==> src/rtl/dma_ahb_master.sv <==
// dma_ahb_master: AHB-Lite burst engine of the DMA.
// Executes one INCR burst per arbiter request. Reads move bus data into the
// stream FIFO; writes drain the show-ahead FIFO onto the bus. Address and
// data phases are overlapped. An ERROR response aborts the burst cleanly.
module dma_ahb_master #(
  parameter int addr_w = 32,
  parameter int data_w = 32
) (
  input  logic              i_clk,
  input  logic              i_reset,
  input  logic              i_master_en,
  input  logic              i_req,
  input  logic [addr_w-1:0] i_addr,
  input  logic [1:0]        i_size,
  input  logic [1:0]        i_burst,
  input  logic              i_write,
  input  logic [data_w-1:0] i_fifo_rdata,
  output logic              o_fifo_rd,
  output logic              o_fifo_wr,
  output logic [data_w-1:0] o_fifo_wdata,
  output logic [addr_w-1:0] o_haddr,
  output logic [1:0]        o_htrans,
  output logic              o_hwrite,
  output logic [2:0]        o_hsize,
  output logic [2:0]        o_hburst,
  output logic [data_w-1:0] o_hwdata,
  input  logic              i_hready,
  input  logic              i_hresp,
  input  logic [data_w-1:0] i_hrdata,
  output logic              o_master_ready,
  output logic              o_burst_done,
  output logic              o_error
);

  typedef enum logic [1:0] {
    ST_IDLE = 2'd0,
    ST_ADDR = 2'd1,
    ST_DATA = 2'd2,
    ST_LAST = 2'd3
  } state_t;

  localparam logic [1:0] TRANS_IDLE   = 2'd0;
  localparam logic [1:0] TRANS_NONSEQ = 2'd2;
  localparam logic [1:0] TRANS_SEQ    = 2'd3;

  state_t            state_reg;
  logic [4:0]        beats_reg;      // address phases still to be issued
  logic [1:0]        size_reg;       // normalised transfer size of the burst
  logic [addr_w-1:0] haddr_reg;
  logic [1:0]        htrans_reg;
  logic              hwrite_reg;
  logic [2:0]        hsize_reg;
  logic [2:0]        hburst_reg;
  logic [data_w-1:0] hwdata_reg;
  logic              dphase_reg;     // a beat is in its data phase this cycle
  logic              master_ready_reg;
  logic              burst_done_reg;
  logic              error_reg;

  logic [1:0]        req_size;
  logic [4:0]        req_beats;
  logic [2:0]        req_hburst;
  logic [addr_w-1:0] req_last_addr;
  logic [addr_w-1:0] addr_incr;
  logic              err_cycle;
  logic              abort;
  logic              addr_accept;

  // Decode the arbiter's request: size 3 behaves as word, burst code to beat count.
  always_comb begin
    req_size   = (i_size == 2'd3) ? 2'd2 : i_size;
    req_beats  = 5'd1;
    req_hburst = 3'd0;
    case (i_burst)
      2'd0: begin req_beats = 5'd1;  req_hburst = 3'd0; end
      2'd1: begin req_beats = 5'd4;  req_hburst = 3'd3; end
      2'd2: begin req_beats = 5'd8;  req_hburst = 3'd5; end
      default: begin req_beats = 5'd16; req_hburst = 3'd7; end
    endcase
  end

  assign req_last_addr = i_addr + ({{(addr_w-5){1'b0}}, req_beats - 5'd1} << req_size);
  assign addr_incr     = {{(addr_w-1){1'b0}}, 1'b1} << size_reg;

  // An ERROR response occupies two cycles; the pending address is cancelled in
  // both, so it can never be accepted by the slave.
  assign err_cycle   = dphase_reg & i_hresp;
  assign abort       = err_cycle & i_hready;
  assign addr_accept = htrans_reg[1] & i_hready & ~err_cycle;

  assign o_htrans       = err_cycle ? TRANS_IDLE : htrans_reg;
  assign o_haddr        = haddr_reg;
  assign o_hwrite       = hwrite_reg;
  assign o_hsize        = hsize_reg;
  assign o_hburst       = hburst_reg;
  assign o_hwdata       = hwdata_reg;
  assign o_master_ready = master_ready_reg;
  assign o_burst_done   = burst_done_reg;
  assign o_error        = error_reg;

  // FIFO strobes are tied to the bus handshake, so wait states issue none.
  assign o_fifo_rd    = addr_accept & hwrite_reg;
  assign o_fifo_wr    = dphase_reg & ~hwrite_reg & i_hready & ~i_hresp;
  assign o_fifo_wdata = i_hrdata;

  // Burst FSM with registered bus controls and status pulses.
  always_ff @(posedge i_clk) begin
    if (i_reset) begin
      state_reg        <= ST_IDLE;
      beats_reg        <= 5'd0;
      size_reg         <= 2'd0;
      haddr_reg        <= '0;
      htrans_reg       <= TRANS_IDLE;
      hwrite_reg       <= 1'b0;
      hsize_reg        <= 3'd0;
      hburst_reg       <= 3'd0;
      hwdata_reg       <= '0;
      dphase_reg       <= 1'b0;
      master_ready_reg <= 1'b1;
      burst_done_reg   <= 1'b0;
      error_reg        <= 1'b0;
    end else begin
      burst_done_reg <= 1'b0;
      error_reg      <= 1'b0;

      // A data phase follows every accepted address; it only moves on hready.
      if (i_hready) begin
        dphase_reg <= addr_accept;
      end

      // Capture the FIFO head as the address is accepted; it then stays
      // stable for that beat's whole data phase, including wait states.
      if (addr_accept && hwrite_reg) begin
        hwdata_reg <= i_fifo_rdata;
      end

      case (state_reg)
        ST_IDLE: begin
          master_ready_reg <= 1'b1;
          if (i_master_en && i_req) begin
            haddr_reg        <= i_addr;
            htrans_reg       <= TRANS_NONSEQ;
            hwrite_reg       <= i_write;
            hsize_reg        <= {1'b0, req_size};
            hburst_reg       <= req_hburst;
            size_reg         <= req_size;
            beats_reg        <= req_beats;
            master_ready_reg <= 1'b0;
            state_reg        <= ST_ADDR;
          end
        end

        ST_ADDR, ST_DATA: begin
          if (abort) begin
            htrans_reg       <= TRANS_IDLE;
            error_reg        <= 1'b1;
            master_ready_reg <= 1'b1;
            state_reg        <= ST_IDLE;
          end else if (addr_accept) begin
            beats_reg <= beats_reg - 5'd1;
            if (beats_reg == 5'd1) begin
              htrans_reg <= TRANS_IDLE;
              state_reg  <= ST_LAST;
            end else begin
              haddr_reg  <= haddr_reg + addr_incr;
              htrans_reg <= TRANS_SEQ;
              state_reg  <= ST_DATA;
            end
          end
        end

        ST_LAST: begin
          if (abort) begin
            error_reg        <= 1'b1;
            master_ready_reg <= 1'b1;
            state_reg        <= ST_IDLE;
          end else if (i_hready) begin
            burst_done_reg   <= 1'b1;
            master_ready_reg <= 1'b1;
            state_reg        <= ST_IDLE;
          end
        end

        default: state_reg <= ST_IDLE;
      endcase
    end
  end

  // Simulation-only guard: stream programming must keep each burst inside one 1 KB page.
  always_ff @(posedge i_clk) begin
    if (!i_reset && state_reg == ST_IDLE && i_master_en && i_req) begin
      assert (i_addr[addr_w-1:10] == req_last_addr[addr_w-1:10]);
    end
  end

endmodule

==> config.mk <==
export PLATFORM = sky130hd
export DESIGN_NAME = dma_ahb_master
export DESIGN_NICKNAME = d
export VERILOG_FILES = /design/src/rtl/dma_ahb_master.sv
export SDC_FILE = /design/constraint.sdc
export NUM_CORES = 1
export LEC_CHECK = 0
export CAP_MARGIN = 20
export CELL_PAD_IN_SITES_DETAIL_PLACEMENT = 1
export CELL_PAD_IN_SITES_GLOBAL_PLACEMENT = 2
export CORE_ASPECT_RATIO = 0.8
export CORE_MARGIN = 2
export CORE_UTILIZATION = 22
export CTS_CLUSTER_DIAMETER = 30
export DETAILED_ROUTE_END_ITERATION = 6
export PLACE_DENSITY = 0.81
export SYNTH_ARGS = -nofsm -noshare
export SYNTH_HDL_FRONTEND = slang
export SYNTH_SLANG_ARGS = --single-unit
export TNS_END_PERCENT = 10
==> constraint.sdc <==
create_clock -name i_clk -period 3.4 [get_ports i_clk]
set_clock_uncertainty 0.2 [all_clocks]
set_input_delay 0.34 -clock i_clk [delete_from_list [all_inputs] [get_ports i_clk]]
set_output_delay 0.34 -clock i_clk [all_outputs]
set_load 0.02 [all_outputs]
# Word-level counts from Yosys, hierarchy flattened
# Cells that the tools add are included.
[classes]
n_addsub = 2
eq_ne = 14
shift = 1
muxes = 32
bitwise = 13
n_reduce_logical = 15
[op_table]
columns = ["op", "n"]
rows = [
  ["32-bit 2-to-1 mux", 4],
  ["32-bit case mux with 2 select lines", 1],
  ["32-bit adder", 1],
  ["1-bit by 2-bit << shifter with 32-bit output, first input constant", 1],
  ["2-bit 2-to-1 mux", 11],
  ["5-bit 2-to-1 mux", 3],
  ["5-bit case mux with 3 select lines", 1],
  ["2-bit != test, second input constant", 5],
  ["5-bit case mux with 2 select lines", 1],
  ["3-bit case mux with 3 select lines", 1],
  ["1-bit bitwise AND", 8],
  ["2-bit equality test, second input constant", 4],
  ["1-bit 2-to-1 mux", 7],
  ["3-bit != test, second input constant", 2],
  ["2-bit case mux with 3 select lines", 1],
  ["3-bit AND reduction", 2],
  ["3-bit OR reduction", 2],
  ["5-bit by 1-bit equality test with 1-bit output, second input constant", 1],
  ["1-bit inverter", 5],
  ["5-bit AND reduction", 1],
  ["5-bit by 1-bit subtractor with 5-bit output, second input constant", 1],
  ["2-bit by 1-bit equality test with 1-bit output, second input constant", 2],
  ["2-bit logical NOT", 2],
  ["2-bit case mux with 2 select lines", 1],
  ["other kinds (6)", 9],
]
[totals]
regBits = 83
in_bits = 107
output_inout_bits = 110
wordCells = 89

# Depth between registers and ports, before layout
# Gate-level depths: netlist of run 1.
[depth]
depth_word = 6
ltp_mapped = 10
depth_no_buf = 8

# Least setup slack after synthesis of run 1
# Ideal clock, no wire load.
[synth_path]
kind = "register to register"
startpoint = "register o_hsize[1] (netlist name)"
endpoint = "register haddr_reg[23], in the netlist o_haddr[23]"
setup_ns = 0.074
arrival_time_ns = 2.389
required_ns = 3.126
slack_ns = 0.737
path_stages_with_launch = 9
path_buffers = 1
synth_period_minus_slack_ns = 2.663
cell_sequence = "dfxtp_1 -> and2_1 -> ha_1 -> clkbuf_1 -> a21o_1 -> a31oi_1 -> or4_4 -> or4_1 -> a31oi_1"
[synth_lines]
columns = ["item", "line_no", "text"]
rows = [
  ["end signal: assignment", "141", "haddr_reg <= i_addr;"],
  ["end signal: assignment", "165", "haddr_reg <= haddr_reg + addr_incr;"],
  ["end: declaration", "49", "logic [addr_w-1:0] haddr_reg;"],
]

==> results of run 1 <==
-- final timing paths --
check,startpoint,slack [ps],cells past startpoint,end
worst min-delay path,i_reset,240,4,o_master_ready
worst max register to register,o_hsize[1],560,8,o_haddr[23]
worst max-delay path,o_hsize[1],560,8,o_haddr[23]
worst min register to register,o_hwdata[12],250,2,o_hwdata[12]
-- layout make-up --
cell class	count	area share, %
well taps	264	5.098
clock inverters	7	2.143
clock buffers	9	3.476
flip-flops and latches	83	25.64
repair buffers	170	25.45
inverters	15	0.8689
multi-input cells	422	37.32
-- power breakdown --
group / switching, mW / leakage [nW] / internal (mW)
Combinational: 0.636 / 1.35 / 0.484
Clock: 0.433 / 0.180 / 0.793
Sequential: 0.131 / 0.674 / 1.07
-- cells in the mapped netlist (2+ instances only) --
cell / count / area share, %
nand2_1: 104 / 8.6
dfxtp_1: 83 / 37
a21oi_1: 77 / 8.5
buf_4: 33 / 5.5
clkbuf_1: 32 / 2.6
nor2_1: 25 / 2.1
nand3_1: 24 / 2.6
and3_1: 15 / 2.1
o21ai_0: 15 / 1.7
inv_1: 13 / 1.1
o22ai_1: 12 / 1.7
a211oi_1: 10 / 1.7
nand4_1: 10 / 1.4
ha_1: 9 / 2.5
nor3_1: 9 / 0.99
nor4_1: 9 / 1.2
a31oi_1: 8 / 1.1
mux2i_1: 8 / 1.8
and2_1: 7 / 0.97
nor2b_1: 7 / 0.97
o211ai_1: 6 / 0.99
o21ai_1: 6 / 0.66
a22oi_1: 5 / 0.83
or4_1: 5 / 0.83
a21o_1: 4 / 0.66
and4_1: 4 / 0.77
buf_2: 3 / 0.33
nor4b_1: 3 / 0.58
o32ai_1: 3 / 0.58
xnor2_1: 3 / 0.58
a221oi_1: 2 / 0.39
a31o_2: 2 / 0.39
a41oi_1: 2 / 0.39
buf_1: 2 / 0.17
inv_2: 2 / 0.17
o221ai_1: 2 / 0.39
o2bb2ai_1: 2 / 0.39
o41ai_1: 2 / 0.39
-- logic make-up (layout without fill, tap and decap cells) --
family	after synthesis	in the layout	synth area share (%)
mux	8	8	1.766
flops	83	83	36.63
buf+inv	86	201	10.10
xor+xnor	4	4	0.7726
other cells	1	1	0.08268
simple gates	232	232	25.27
fa+ha+maj	10	10	2.924
compound gates	167	167	22.46
-- metal layers --
metal	vias to the layer above	share of wire, %	global-route usage (%)
li1	2318	-	-
met1	2269	49	21.96
met2	111	44	22.97
met3	16	6.1	4.263
met4	0	1.2	3.720
met5	-	0	0
-- critical path: stages (launching register included) --
cell	delay (ps)
dfxtp_1	350
and2_1	170
ha_1	400
a21o_1	260
a31oi_1	70
buf_4	170
or4_4	530
or4_1	420
a31oi_1	180
-- through the flow --
stage	util [%]	total power, mW
3_3_place_gp	30.53	2.339
6_report	32.35	3.550
2_1_floorplan	-	1.894
4_1_cts	32.35	3.604
3_5_place_dp	30.53	2.343
5_1_grt	32.35	3.754
==> results.yml, run 1 <==
outcome:
  status: "complete, no violations"
clock_network:
  htreeDepth: 3
  numCtsBuffers: 9
  clock-root-buffer: "clkbuf_16"
  clk_pin_slew_ps: 70
  clkSinkCount: 83
  post_cts_resize_count: 0
  post_cts_buffers: 0
  cts_buffer_depth: 2
  cts_tree: "yes"
  clock_latency_ps: 350
  holdBufCountCts: 0
route:
  wl_microns: 16760
  vias_per_cell: 4.860
  wl_per_cell_microns: 17.28
  vias: 4714
  ant_nets: 0
  drc: 0
  first_iter_violations: 298
  drt_pass1_iterations: 4
cells_and_area:
  layout_commonest_cell: "clkdlybuf4s50_1"
  fin_area_sq_um: 6480
  nFillCells: 2400
  diodes: 0
  most-common-layout-cells: "clkdlybuf4s50_1, nand2_1, dfxtp_1"
  seqCellArea_sq_um: 1662
  syn2layout_area_growth_pct: 42.87
  multi_input_area_sq_um: 2419
  drive_gt1_share_pct: 6.941
  fin_nets: 818
  fin_cells: 970
floorplan:
  core.rowCount: 46
  dieArea_sq_um: 21790
  start_util_pct: 22.64
  die_width_microns: 164.5
  io_pins: 217
  fp.dieH_microns: 132.4
  core-area_sq_um: 20030
place:
  place_area_sq_um: 6116
  port_buffers: 151
  dp_hpwl_microns: 12270
  dp_slack_ps: 568.8
  dp.cells: 954
  place.gp.congestion: 0.7960
power:
  ir_drop_v: 0.0002257
  leakagePower_nw: 2.200
  powerDensity_nw_per_um2: 547.8
synth:
  yosysSeqAreaShare_pct: 36.63
  ys_async_sr_fraction_pct: 0
  syn_area_sq_um: 4536
  syn-mean-instance-area_sq_um: 7.674
  synth.ff_latch_count: 83
  synth_warnings: 0
  synth_ff_type: "dfxtp_1"
  synthCells: 591
  synth_cell_types: 61
  synth_edf_count: 0
  synth_nets: 708
grt:
  grt_pass1_wl_microns: 26200
  antenna_found_initial: 0
  grt_use_total_pct: 15.42
  grt_overflow_total: 0
  grt_max_degree: 48
  first_global_vias: 4709
worst_hold_path:
  hold_path_class: "input pin to flop"
sta:
  holdWs_ps: 239.3
  setup_violations: 0
  hold_viol_final: 0
  fmax_mhz: 352.6
  slew_headroom_pct: 39.05
  setup_slack_ps: 563.6
  setup_tns_ps: 0
  period_needed_ps: 2836
  worst_pin_slew_ps: 901.5
  final_max_slew_viol_count: 0
  fin_crit_sh_pct: 83.42
  rsz0062_at_grt: "false"
run:
  max_cap_viol_count: 0
critical_path:
  crit_required_ps: 3470
  critPathKind: "flop to flop"
  endpoint_kind: "flop"
  startpoint_type: "flop"
  crit_arrival_ps: 2910
  cp_max_fo: 7
(Power assumes the default switching activity.)
==> inputs of run 2 (changes only) <==
clock period = 2.8 ns   (was 3.4 ns; I/O delays follow)
==> results.yml, run 2 (synthesized netlist as in run 1, its figures left out) <==
sta:
  worst_pin_slew_ps: 624.5
  setup_tns_ps: 0
  fin_crit_sh_pct: 94.27
  hold_viol_final: 0
  final_max_slew_viol_count: 0
  setup_violations: 0
  period_needed_ps: 2639
  fmax_mhz: 378.9
  slew_headroom_pct: 58.18
  rsz0062_at_grt: "true"
  setup_slack_ps: 160.6
power:
  p_int_mw: 2.613
  ir_drop_v: 0.0002551
  leakagePower_nw: 2.234
  swShare_pct: 35.91
  powerDensity_nw_per_um2: 625.2
  p_sw_mw: 1.464
  p_seq_share_pct: 35.6
  clockPowerShare_pct: 30.4
  p_comb_share_pct: 34.0
route:
  wl_per_cell_microns: 17.29
  drc: 0
  drt_pass1_iterations: 5
  vias_per_cell: 4.851
  wl_microns: 16960
  first_iter_violations: 253
  vias: 4759
  ant_nets: 0
cells_and_area:
  syn2layout_area_growth_pct: 43.78
  drive_gt1_share_pct: 8.508
  diodes: 0
  nFillCells: 2413
  layout_commonest_cell: "clkdlybuf4s50_1"
  multi_input_area_sq_um: 2425
  seqCellArea_sq_um: 1662
  fin_cells: 981
  fin_area_sq_um: 6521
  final_util_pct: 32.56
  fin_nets: 829
  most-common-layout-cells: "clkdlybuf4s50_1, nand2_1, dfxtp_1"
grt:
  antenna_found_initial: 0
  grt_max_degree: 84
  first_global_vias: 4720
  grt_use_total_pct: 15.49
  grt_overflow_total: 0
  grt_pass1_wl_microns: 26340
floorplan:
  fp.dieH_microns: 132.4
  start_util_pct: 22.64
  io_pins: 217
  dieArea_sq_um: 21790
  core-area_sq_um: 20030
  core.rowCount: 46
  die_width_microns: 164.5
place:
  place.gp.congestion: 0.7818
  place_area_sq_um: 6211
  dp_slack_ps: 202.6
  dp_hpwl_microns: 12180
  port_buffers: 151
  dp.cells: 965
critical_path:
  crit_arrival_ps: 2650
  crit_required_ps: 2810
  endpoint_kind: "flop"
  r2r_cells: 8
  startpoint_type: "flop"
  critPathKind: "flop to flop"
  reg2reg_setup_slack_ps: 160
  cp_max_fo: 6
run:
  max_cap_viol_count: 0
clock_network:
  cts_tree: "yes"
  clock-root-buffer: "clkbuf_16"
  post_cts_buffers: 0
  htreeDepth: 3
  clock_latency_ps: 350
  numCtsBuffers: 9
  clk_pin_slew_ps: 70
  clkSinkCount: 83
  cts_buffer_depth: 2
worst_hold_path:
  hold_path_class: "flop to flop"
  whs_path_depth: 2
outcome:
  status: "complete, no violations"
run 2: layout make-up:
class	instances	area share [%]
Clock inverter	6	0.9977
Sequential cell	83	25.48
Inverter	15	0.8634
Tap cell	264	5.065
Timing Repair Buffer	181	26.75
Multi-Input combinational cell	422	37.18
Clock buffer	10	3.665
run 2: power by group through the flow:
| stage | registers [mW] | clock network [mW] | logic, mW |
|---|---|---|---|
| floorplan | 1.56 | 0 | 0.744 |
| global placement | 1.47 | 0 | 1.37 |
| CTS | 1.45 | 1.29 | 1.39 |
| global route | 1.47 | 1.34 | 1.51 |
| finish | 1.45 | 1.24 | 1.39 |
| detailed placement | 1.47 | 0 | 1.38 |
run 2: path summary, 6_finish.rpt:
kind               startpoint          end
setup / recovery   o_hsize[0]  o_haddr[20]
hold reg to reg   o_hwdata[4]  o_hwdata[4]
hold / removal    o_hwdata[4]  o_hwdata[4]
setup reg to reg   o_hsize[0]  o_haddr[20]
run 2: critical path, stage by stage, from the launching register on:
cell and delay, ps:
dfxtp_1 420, nor2_1 80, ha_1 210, fa_1 430, and3_1 230, o211ai_1 530, nor4_1 120, a21oi_1 180
o22ai_1 110
run 2: per-stage QoR:
| step | hold slack [ps] | total power, mW |
|---|---|---|
| CTS | 242.0 | 4.135 |
| global placement | 242.9 | 2.846 |
| global route | 268.7 | 4.328 |
| finish | 253.9 | 4.077 |
| floorplan | 216.0 | 2.300 |
| detailed placement | 247.7 | 2.856 |
run 2: layer usage:
metal	track usage, %	wire length, microns
met1	22.09	8348
met2	23.20	7435
met3	3.699	975
met4	4.348	199
met5	0	0
run 2: what timing repair did:
action,in CTS,in global routing
gates resized for setup,0,1
hold buffers,0,0
setup endpoints to repair,0,2
==> inputs of run 3 (changes only) <==
CORE_UTILIZATION = 20   (was 22)
PLACE_DENSITY = 0.77   (was 0.81)
clock period = 2.3 ns   (was 2.8 ns; I/O delays follow)
==> results.yml, run 3 (synthesized netlist as in run 1, its figures left out) <==
place:
  place.gp.congestion: 0.8144
  port_buffers: 151
  place_area_sq_um: 6669
  dp.cells: 1055
  dp_hpwl_microns: 13240
clock_network:
  holdBufCountCts: 0
  clkSinkCount: 83
  clk_pin_slew_ps: 70
  clock_latency_ps: 350
  cts_tree: "yes"
  clock-root-buffer: "clkbuf_16"
  cts_buffer_depth: 2
  htreeDepth: 3
  numCtsBuffers: 9
sta:
  hold_viol_final: 0
  final_max_slew_viol_count: 0
  setup_violations: 4
  fmax_mhz: 416.0
  holdWs_ps: 176.4
  period_needed_ps: 2404
  setup_tns_ps: -212.1
  slew_headroom_pct: 60.50
  worst_pin_slew_ps: 590.3
  setup_slack_ps: -104.1
  rsz0062_at_grt: "true"
  fin_crit_sh_pct: 104.5
cells_and_area:
  drive_gt1_share_pct: 18.76
  syn2layout_area_growth_pct: 59.81
  fin_nets: 885
  nFillCells: 2614
  fin_area_sq_um: 7248
  layout_commonest_cell: "clkdlybuf4s50_1"
  fin_cells: 1079
  most-common-layout-cells: "clkdlybuf4s50_1, nand2_1, dfxtp_1"
  diodes: 0
grt:
  grt_pass1_wl_microns: 28250
  first_global_vias: 4861
  grt_overflow_total: 0
  antenna_found_initial: 0
  grt_use_total_pct: 15.16
  grt_max_degree: 59
route:
  vias: 4960
  vias_per_cell: 4.597
  drc: 0
  wl_microns: 18310
  drt_pass1_iterations: 5
  first_iter_violations: 279
  ant_nets: 0
  wl_per_cell_microns: 16.97
critical_path:
  reg2reg_setup_slack_ps: -100
  path_buf_inv: 0
  endpoint_kind: "flop"
  cp.depth: 7
  crit_required_ps: 2380
  r2r_cells: 7
  critPathKind: "flop to flop"
  r2r_start: "o_hsize[0]"
  crit_arrival_ps: 2480
  crit_chain: "and2_4 -> ha_4 -> a21o_1 -> a31oi_4 -> or4_4 -> or4_1 -> a31oi_1"
  critical_path.max_stage_delay_ps: 470
  slowest_stage: "or4_1"
  startpoint: "o_hsize[0]"
  critPathCapture: "o_haddr[23]"
  startpoint_type: "flop"
  cp_max_fo: 5
  r2r-end: "o_haddr[23]"
  cp_top_family: "simple AND/OR/NAND/NOR gates"
power:
  powerDensity_nw_per_um2: 740.9
  leakagePower_nw: 2.551
  ir_drop_v: 0.0003869
  total_power_mw: 5.370
floorplan:
  core.rowCount: 49
  die_width_microns: 172.4
  fp.dieH_microns: 138.7
  core-area_sq_um: 22380
  start_util_pct: 20.27
  io_pins: 217
  dieArea_sq_um: 23910
outcome:
  status: "finished with violations"
  violations: "negative setup slack"
worst_hold_path:
  hold_path_class: "input pin to flop"
  whs_path_depth: 2
run:
  max_cap_viol_count: 0
## run 3: cell count changes in the layout (fill, tap and decap cells not counted), sizes merged
| cell | previous run | this run |
|---|---|---|
| inv | 15 | 17 |
| buf | 31 | 87 |
| clkinvlp | 1 | 3 |
| clkdlybuf4s50 | 150 | 149 |
| clkbuf | 10 | 9 |
| dlygate4sd2 | 0 | 1 |
| clkinv | 4 | 1 |
## run 3: repair_timing
| action | CTS | global route |
|---|---|---|
| endpoints found under the setup margin | 25 | 30 |
| setup buffers | 5 | 3 |
| resized for setup | 15 | 29 |
| pin swaps | 6 | 12 |
## run 3: layer usage
metal	wire length [microns]	vias to the layer above	track usage [%]
li1	-	2453	-
met2	8060	124	22.38
met5	0	-	0
met4	187	0	3.715
met3	873	11	2.968
met1	9187	2372	22.47
## run 3: layout make-up
cell class,count,area (sq um),area share [%]
clock buffer,9,225.2,3.107
tap,306,382.9,5.282
timing repair buffer,237,2207,30.45
inverter,15,56.30,0.7768
clock inverter,7,76.32,1.053
multi-input combinational,422,2631,36.30
sequential,83,1669,23.03
## run 3: worst register-to-register path, cell delays in order (launching register included)
cell     delay, ps
dfxtp_4        370
and2_4         170
ha_4           280
a21o_1         200
a31oi_4         70
or4_4          440
or4_1          470
a31oi_1        130
## run 3: where the power goes
part           internal [mW]  switching (mW)
sequential              1.59           0.160
combinational           1.00            1.09
clock                  0.849           0.682
## run 3: stage by stage
stage,worst slack [ps],utilization (%)
5_1_grt,-186.2,32.39
3_5_place_dp,-181.2,29.80
2_1_floorplan,-98.36,-
6_report,-104.1,32.39
3_3_place_gp,-161.9,29.80
4_1_cts,-66.97,31.64
## run 3: worst min path at each step
stage                 start            to  slack [ps]
4_1_cts             i_reset   o_hwdata[5]         160
5_1_grt             i_reset   o_hwdata[7]         190
3_5_place_dp   o_hwdata[25]  o_hwdata[25]         250
6_report            i_reset    o_haddr[8]         180
3_3_place_gp   o_hwdata[24]  o_hwdata[24]         240
2_1_floorplan     i_size[1]    o_hsize[1]         160
